===== config.mk =====
export PLATFORM = sky130hd
export DESIGN_NAME = branch_predictor
export DESIGN_NICKNAME = d
export VERILOG_FILES = /design/src/rtl/branch_predictor.sv
export SDC_FILE = /design/constraint.sdc
export NUM_CORES = 2
export LEC_CHECK = 0
export CORE_ASPECT_RATIO = 0.6
export CORE_MARGIN = 5
export CORE_UTILIZATION = 25
export DETAILED_ROUTE_END_ITERATION = 8
export GPL_ROUTABILITY_DRIVEN = 0
export SETUP_SLACK_MARGIN = 0.1
export SYNTH_ARGS = -nofsm -noshare
export SYNTH_HDL_FRONTEND = slang
export SYNTH_SLANG_ARGS = --single-unit

===== constraint.sdc =====
create_clock -name clock -period 9.01 [get_ports clock]
set_clock_uncertainty 0.1 [all_clocks]
set_input_delay 1.802 -clock clock [delete_from_list [all_inputs] [get_ports clock]]
set_output_delay 1.802 -clock clock [all_outputs]
set_load 0.005 [all_outputs]

===== src/rtl/branch_predictor.sv =====
// Direct-mapped branch target buffer with 2-bit saturating direction counters.
// Combinational fetch-side lookup; one-entry write per resolved branch.
module branch_predictor #(
  parameter int ENTRIES = 16,
  parameter int PC_W    = 32
) (
  input  logic            clock,
  input  logic            reset,
  input  logic [PC_W-1:0] fetch_pc,
  input  logic            update_valid,
  input  logic [PC_W-1:0] update_pc,
  input  logic            update_taken,
  input  logic [PC_W-1:0] update_target,
  input  logic            update_predicted,
  output logic            prediction_bit,
  output logic [PC_W-1:0] BHT_pc,
  output logic [15:0]     branch_count,
  output logic [15:0]     mispredict_count
);

  localparam int IDX_W = $clog2(ENTRIES);
  localparam int TAG_W = PC_W - IDX_W - 2;

  typedef enum logic [1:0] {
    CTR_SNT = 2'b00,
    CTR_WNT = 2'b01,
    CTR_WT  = 2'b10,
    CTR_ST  = 2'b11
  } ctr_t;

  logic              r_valid  [ENTRIES];
  logic [TAG_W-1:0]  r_tag    [ENTRIES];
  ctr_t              r_ctr    [ENTRIES];
  logic [PC_W-1:0]   r_target [ENTRIES];
  logic [15:0]       r_branch_count;
  logic [15:0]       r_mispredict_count;

  // Fetch-side address split; the byte offset plays no part in indexing.
  logic [TAG_W-1:0]  w_ftag;
  logic [IDX_W-1:0]  w_fidx;
  logic [1:0]        w_unused_fbyte;
  logic              w_fhit;
  logic              w_fpredict;
  logic [PC_W-1:0]   w_fseq_pc;

  assign {w_ftag, w_fidx, w_unused_fbyte} = fetch_pc;
  assign w_fhit     = r_valid[w_fidx] && (r_tag[w_fidx] == w_ftag);
  assign w_fpredict = w_fhit && r_ctr[w_fidx][1];
  assign w_fseq_pc  = fetch_pc + PC_W'(4);

  assign prediction_bit = w_fpredict;
  assign BHT_pc         = w_fpredict ? r_target[w_fidx] : w_fseq_pc;

  // Update-side address split and entry state.
  logic [TAG_W-1:0]  w_utag;
  logic [IDX_W-1:0]  w_uidx;
  logic [1:0]        w_unused_ubyte;
  logic              w_uhit;
  logic              w_mispredict;
  ctr_t              w_next_ctr;
  logic [PC_W-1:0]   w_next_target;

  assign {w_utag, w_uidx, w_unused_ubyte} = update_pc;
  assign w_uhit       = r_valid[w_uidx] && (r_tag[w_uidx] == w_utag);
  assign w_mispredict = update_taken != update_predicted;

  always_comb begin
    w_next_ctr    = r_ctr[w_uidx];
    w_next_target = r_target[w_uidx];
    if (!w_uhit) begin
      // Fresh allocation starts weakly biased toward the observed outcome.
      w_next_ctr    = update_taken ? CTR_WT : CTR_WNT;
      w_next_target = update_target;
    end else if (update_taken) begin
      w_next_target = update_target;
      unique case (r_ctr[w_uidx])
        CTR_SNT: w_next_ctr = CTR_WNT;
        CTR_WNT: w_next_ctr = CTR_WT;
        CTR_WT:  w_next_ctr = CTR_ST;
        CTR_ST:  w_next_ctr = CTR_ST;
        default: w_next_ctr = CTR_WNT;
      endcase
    end else begin
      unique case (r_ctr[w_uidx])
        CTR_ST:  w_next_ctr = CTR_WT;
        CTR_WT:  w_next_ctr = CTR_WNT;
        CTR_WNT: w_next_ctr = CTR_SNT;
        CTR_SNT: w_next_ctr = CTR_SNT;
        default: w_next_ctr = CTR_WNT;
      endcase
    end
  end

  always_ff @(posedge clock) begin
    if (!reset) begin
      for (int unsigned i = 0; i < ENTRIES; i++) begin
        r_valid[IDX_W'(i)]  <= 1'b0;
        r_tag[IDX_W'(i)]    <= '0;
        r_ctr[IDX_W'(i)]    <= CTR_WNT;
        r_target[IDX_W'(i)] <= '0;
      end
      r_branch_count     <= '0;
      r_mispredict_count <= '0;
    end else if (update_valid) begin
      r_valid[w_uidx]  <= 1'b1;
      r_tag[w_uidx]    <= w_utag;
      r_ctr[w_uidx]    <= w_next_ctr;
      r_target[w_uidx] <= w_next_target;
      if (r_branch_count != '1)
        r_branch_count <= r_branch_count + 16'd1;
      if (w_mispredict && (r_mispredict_count != '1))
        r_mispredict_count <= r_mispredict_count + 16'd1;
    end
  end

  assign branch_count     = r_branch_count;
  assign mispredict_count = r_mispredict_count;

endmodule

Word level (Yosys, flattened, before mapping)

Memory sizes are Yosys's and may differ from the RTL's.
Cells that the tools add are included.

$add $sub $neg: 3
Order comparisons: 0
Equality and inequality tests: 9
$mul: 0
Mux-type cells: 24
Reduce and logical (&&, ||, !) cells: 14
Shift-type cells: 0
Bitwise gates (word level): 0
Div/mod/pow operators: 0

Operator list:

| cell                    | number |
|---|---|
| $mux W32                | 4 |
| $eq A26 B26 Y1          | 2 |
| $add A16 B1 Y16 const B | 2 |
| $add A32 B3 Y32 const B | 1 |
| $ne A16 B16 Y1 const B  | 2 |
| $reduce_or A32 Y1       | 1 |
| $mux W26                | 1 |
| $reduce_or A26 Y1       | 1 |
| $mux W4                 | 4 |
| $pmux W2 S3             | 2 |
| $mux W1                 | 9 |
| $mux W2                 | 4 |
| $reduce_and A2 Y1       | 3 |
| $reduce_or A2 Y1        | 3 |
| $eq A2 B2 Y1 const B    | 2 |
| $logic_and A1 B1 Y1     | 4 |
| $eq A2 B1 Y1 const B    | 1 |
| $logic_not A2 Y1        | 1 |
| $ne A2 B2 Y1 const B    | 1 |
| $ne A1 B1 Y1            | 1 |
| $reduce_or A1 Y1        | 1 |

Input bits: 101
Latch bits: 0
Bits in read-only memories: 0
Memories: 4
Bits in writable memories: 976
Bits in registers: 32
Word-level logic and storage cells: 56
Output and inout port bits: 65

Memories:

| memory   | depth | bits a word | read ports | clocked after Yosys merged registers in | wr ports | RTL line | text |
|---|---|---|---|---|---|---|---|
| r_target | 16    | 32          | 1          | 0                                       | 16       | 34       | `logic [PC_W-1:0] r_target [ENTRIES];` |
| r_tag    | 16    | 26          | 2          | 0                                       | 16       | 32       | `logic [TAG_W-1:0] r_tag [ENTRIES];` |
| r_ctr    | 16    | 2           | 2          | 0                                       | 16       | 33       | `ctr_t r_ctr [ENTRIES];` |
| r_valid  | 16    | 1           | 2          | 0                                       | 16       | 31       | `logic r_valid [ENTRIES];` |

Logic depth before layout (Yosys ltp)

An unclocked memory read counts as a cell.

Depth in word-level cells: 7
Depth in mapped cells: 14
Gate-level depth less buffers: 9

Worst setup path after synthesis

No wires, ideal clock.

Path type: in2reg
Start point: input update_pc[5]
End point: memory r_target[4][0] (enable)
Setup slack: 2.085 ns
Required time: 8.444 ns
Arrival: 6.359 ns
Cell stages on the path: 13
Path buffers: 5
Setup time: 0.466 ns
Cell sequence: buf_2 -> buf_4 -> buf_6 -> mux4_2 -> mux2_2 -> and2_1 -> o2111a_1 -> a211oi_1 -> a211o_1 -> nor4_4 -> buf_2 -> buf_2 -> o21ai_0

RTL lines:

| item               | RTL line | text |
|---|---|---|
| start: declaration | 11       | `input logic [PC_W-1:0] update_pc,` |
| end: declaration   | 34       |  |

Worst setup path after layout

Start point: input fetch_pc[2]
End point: output BHT_pc[20]

Longest elaborated chain between the ends: 5
Elaborated cells on any way between the ends: 9
Classes of those cells: 1 x add/sub; 1 x eq/ne; 1 x mux; 2 x reduce/logical; 4 x memory

Ends and longest elaborated chain:

| item                | RTL line | text |
|---|---|---|
| start: declaration  | 9        | `input logic [PC_W-1:0] fetch_pc,` |
| $mem_v2 Z16 W26     | -        |  |
| $eq A26 B26 Y1      | 47       | `assign w_fhit = r_valid[w_fidx] && (r_tag[w_fidx] == w_ftag);` |
| $logic_and A1 B1 Y1 | 47       |  |
| $logic_and A1 B1 Y1 | 48       | `assign w_fpredict = w_fhit && r_ctr[w_fidx][1];` |
| $mux W32 (*)        | 52       | `assign BHT_pc = w_fpredict ? r_target[w_fidx] : w_fseq_pc;` |
| end: declaration    | 16       | `output logic [PC_W-1:0] BHT_pc,` |

Every way passes the cells marked *; elsewhere a longest branch is shown, timed or not.

==> impl_metrics.json <==
{
  "final_common_cell": "edfxtp_1",
  "rrSetupSlack_ns": 3.41,
  "arrival_ns": 6.41,
  "worst-path-buf-inv": 3,
  "first_pass_iters": 6,
  "async_reset_ff_frac": 0,
  "die_h_microns": 362,
  "use_met3": 0.0456,
  "hold_class": "reg -> reg",
  "r2r_cells": 10,
  "synth-edff-count": 960,
  "fmax_ghz": 0.120,
  "crit_required_ns": 7.11,
  "initial_core_util": 0.251,
  "drt.antenna.violating_nets": 0,
  "crit_path_end": "BHT_pc[20]",
  "slew_headroom": 0.108,
  "wl_per_cell_microns": 29.3,
  "cts_sinks": 1008,
  "synth_cells": 3537,
  "pin_count": 166,
  "dp_hpwl_mm": 112,
  "critPathKind": "in -> out",
  "final_layout_size_suffix_gt1_frac": 0.199,
  "syn2layout_area_growth_pct": 14.5,
  "wirelength_mm": 186,
  "r2r_end": "r_target[10][6]$_SDFFCE_PN0P_",
  "antenna_found_initial": 30,
  "synth_nets": 3641,
  "ys_seq_area_frac": 0.577,
  "clockBufferDepth": 3,
  "power.density_nw_per_um2": 180,
  "yosys_warnings": 0,
  "worst_pin_slew_ns": 1.33,
  "r2r-start": "r_tag[7][11]$_SDFFCE_PN0P_",
  "peakVddDrop_v": 0.000138,
  "synth_flop_cell": "edfxtp_1",
  "grt_max_degree": 201,
  "routed_via_density": 5.42,
  "min-delay-start": "r_valid[4]$_DFF_P_",
  "cts_resized": 0,
  "avgSynthCellArea_sq_um": 14.6,
  "cts_hold_buffers": 0,
  "die_x_microns": 597,
  "cts_buffers": 92,
  "slowest_stage": "buf_8",
  "drc": 0,
  "core_area_sq_um": 206000,
  "cts_setup_buffers": 0,
  "maxSlewViolCount": 0,
  "drt_iter0_drc": 5196,
  "gr-usage-met1": 0.246,
  "mostFrequentLayoutCells": "edfxtp_1 (960), nor3b_1 (514), mux4_2 (350), and3_1 (285), clkdlybuf4s50_1 (153)",
  "finalNetCount": 3611,
  "setup_tns_ns": 0,
  "rsz0062_at_grt": "false",
  "htreeDepth": 3,
  "finalHoldViolations": 0,
  "cpMostUsedCell": "mux4_2",
  "slowest_delay_ns": 0.70,
  "cts_tree": "built",
  "dieArea_sq_um": 216000,
  "crit_cells": 10,
  "cts-root-buf": "clkbuf_16",
  "fin_crit_sh": 0.922,
  "whs_ns": 0.367,
  "yosysUniqueCellTypes": 66,
  "critPathTopFamily": "buffers and inverters",
  "use_met2": 0.236,
  "grt_pass1_wl_mm": 260,
  "status": "complete, no violations",
  "routed-via-count": 34400,
  "cp_cell_sequence": "buf_8, mux4_2, mux4_2, xnor2_1, nand4_1, nor4_1, nand4b_1, buf_4, mux2_2, clkdlybuf4s50_1",
  "track_usage": 0.166,
  "clk_pin_slew_ns": 0.07,
  "worst_setup_path_start_kind": "input port",
  "cp-startpoint": "fetch_pc[2]",
  "grt_overflow": 0,
  "total_power_mw": 10.6,
  "setup_viol": 0,
  "top_usage_layer": "met1",
  "grt_pass1_vias": 32800,
  "yosys_register_bits": 1008,
  "fin_crit_ns": 8.31,
  "synth_area_sq_um": 51600,
  "num_rows": 129,
  "p_leak_nw": 19.3,
  "clk_latency_ns": 0.70,
  "end_kind": "output pin",
  "portBuffers": 163,
  "path_max_fanout": 75,
  "drv_cap": 0
}
[worst min-delay path by stage]
stage,endpoint,cells past startpoint
3_3_place_gp,r_valid[9]$_DFF_P_,2
3_5_place_dp,r_valid[7]$_DFF_P_,2
5_1_grt,r_valid[11]$_DFF_P_,2
2_1_floorplan,r_valid[6]$_DFF_P_,2
4_1_cts,r_valid[7]$_DFF_P_,2
6_report,r_valid[4]$_DFF_P_,2
[synth_stat cells, drive strengths merged (23+ instances only)]
cell    count  area share
clkbuf    264       0.019
a211oi     23      0.0033
nand3      45      0.0044
buf       143       0.015
xor2       35      0.0059
nand2     119      0.0087
o21ai      37      0.0036
and2      101       0.012
nor3       30      0.0029
mux2i     129       0.025
a22oi      24      0.0035
nor3b     514       0.075
edfxtp    960        0.56
mux4      350        0.15
and3      285       0.035
xnor2      63       0.011
mux2       46       0.010
nor2      117      0.0085
dfxtp      48       0.019
[through the flow]
stage               area [sq um]  std cells  utilization  worst slack, ns
floorplan                  51600       3537            -             2.09
global placement           56300       6164        0.273            0.863
detailed placement         56300       6164        0.273            0.802
CTS                        59100       6332        0.287            0.767
global route               59100       6333        0.287            0.373
finish                     59100       6343        0.287            0.703
[layer usage]
layer / vias to the layer above / wire length [microns] / share of wire
li1: 13800 / - / -
met1: 17900 / 79100 / 0.43
met2: 2307 / 78400 / 0.42
met3: 307 / 22800 / 0.12
met4: 10 / 5270 / 0.028
met5: - / 70 / 0.00038
[flip-flops by register name (all words and copies together), names as in the netlist]
register,cells
branch_count,16
mispredict_count,16
r_ctr,32
r_tag,416
r_target,512
r_valid,16
[cell type report]
cell class	instances	area [sq um]
Multi-Input combinational cell	2104	20400
Clock buffer	116	2430
Timing Repair Buffer	283	2590
Clock inverter	52	364
Tap cell	2751	3440
Antenna cell	11	27.5
Sequential cell	1008	29800
Inverter	18	67.6
Fill cell	20600	147000
[worst min-delay path, cell delays in order, from the launching register on]
cell,delay [ns]
dfxtp_1,0.33
nand2_1,0.06
nand2_1,0.04
[kinds of logic (layout without fill, tap and decap cells)]
| logic type | Yosys count | count (layout) | share of synthesized area |
|---|---|---|---|
| DFF | 1008 | 1008 | 0.577 |
| xor gates and xnor gates | 98 | 98 | 0.0166 |
| muxes | 525 | 525 | 0.188 |
| adders and majority gates | 3 | 3 | 0.000727 |
| buffers and inverters | 425 | 469 | 0.0351 |
| other | 0 | 11 | 0 |
| AOI/OAI and AO/OA | 199 | 199 | 0.0277 |
| and+or+nand+nor | 1279 | 1279 | 0.155 |
[power by group]
part	internal [mW]	switching, mW	leakage, nW
clock	1.98	1.87	1.36
combinational	0.518	0.767	8.38
sequential	5.38	0.103	9.56
(Power assumes the default switching activity.)
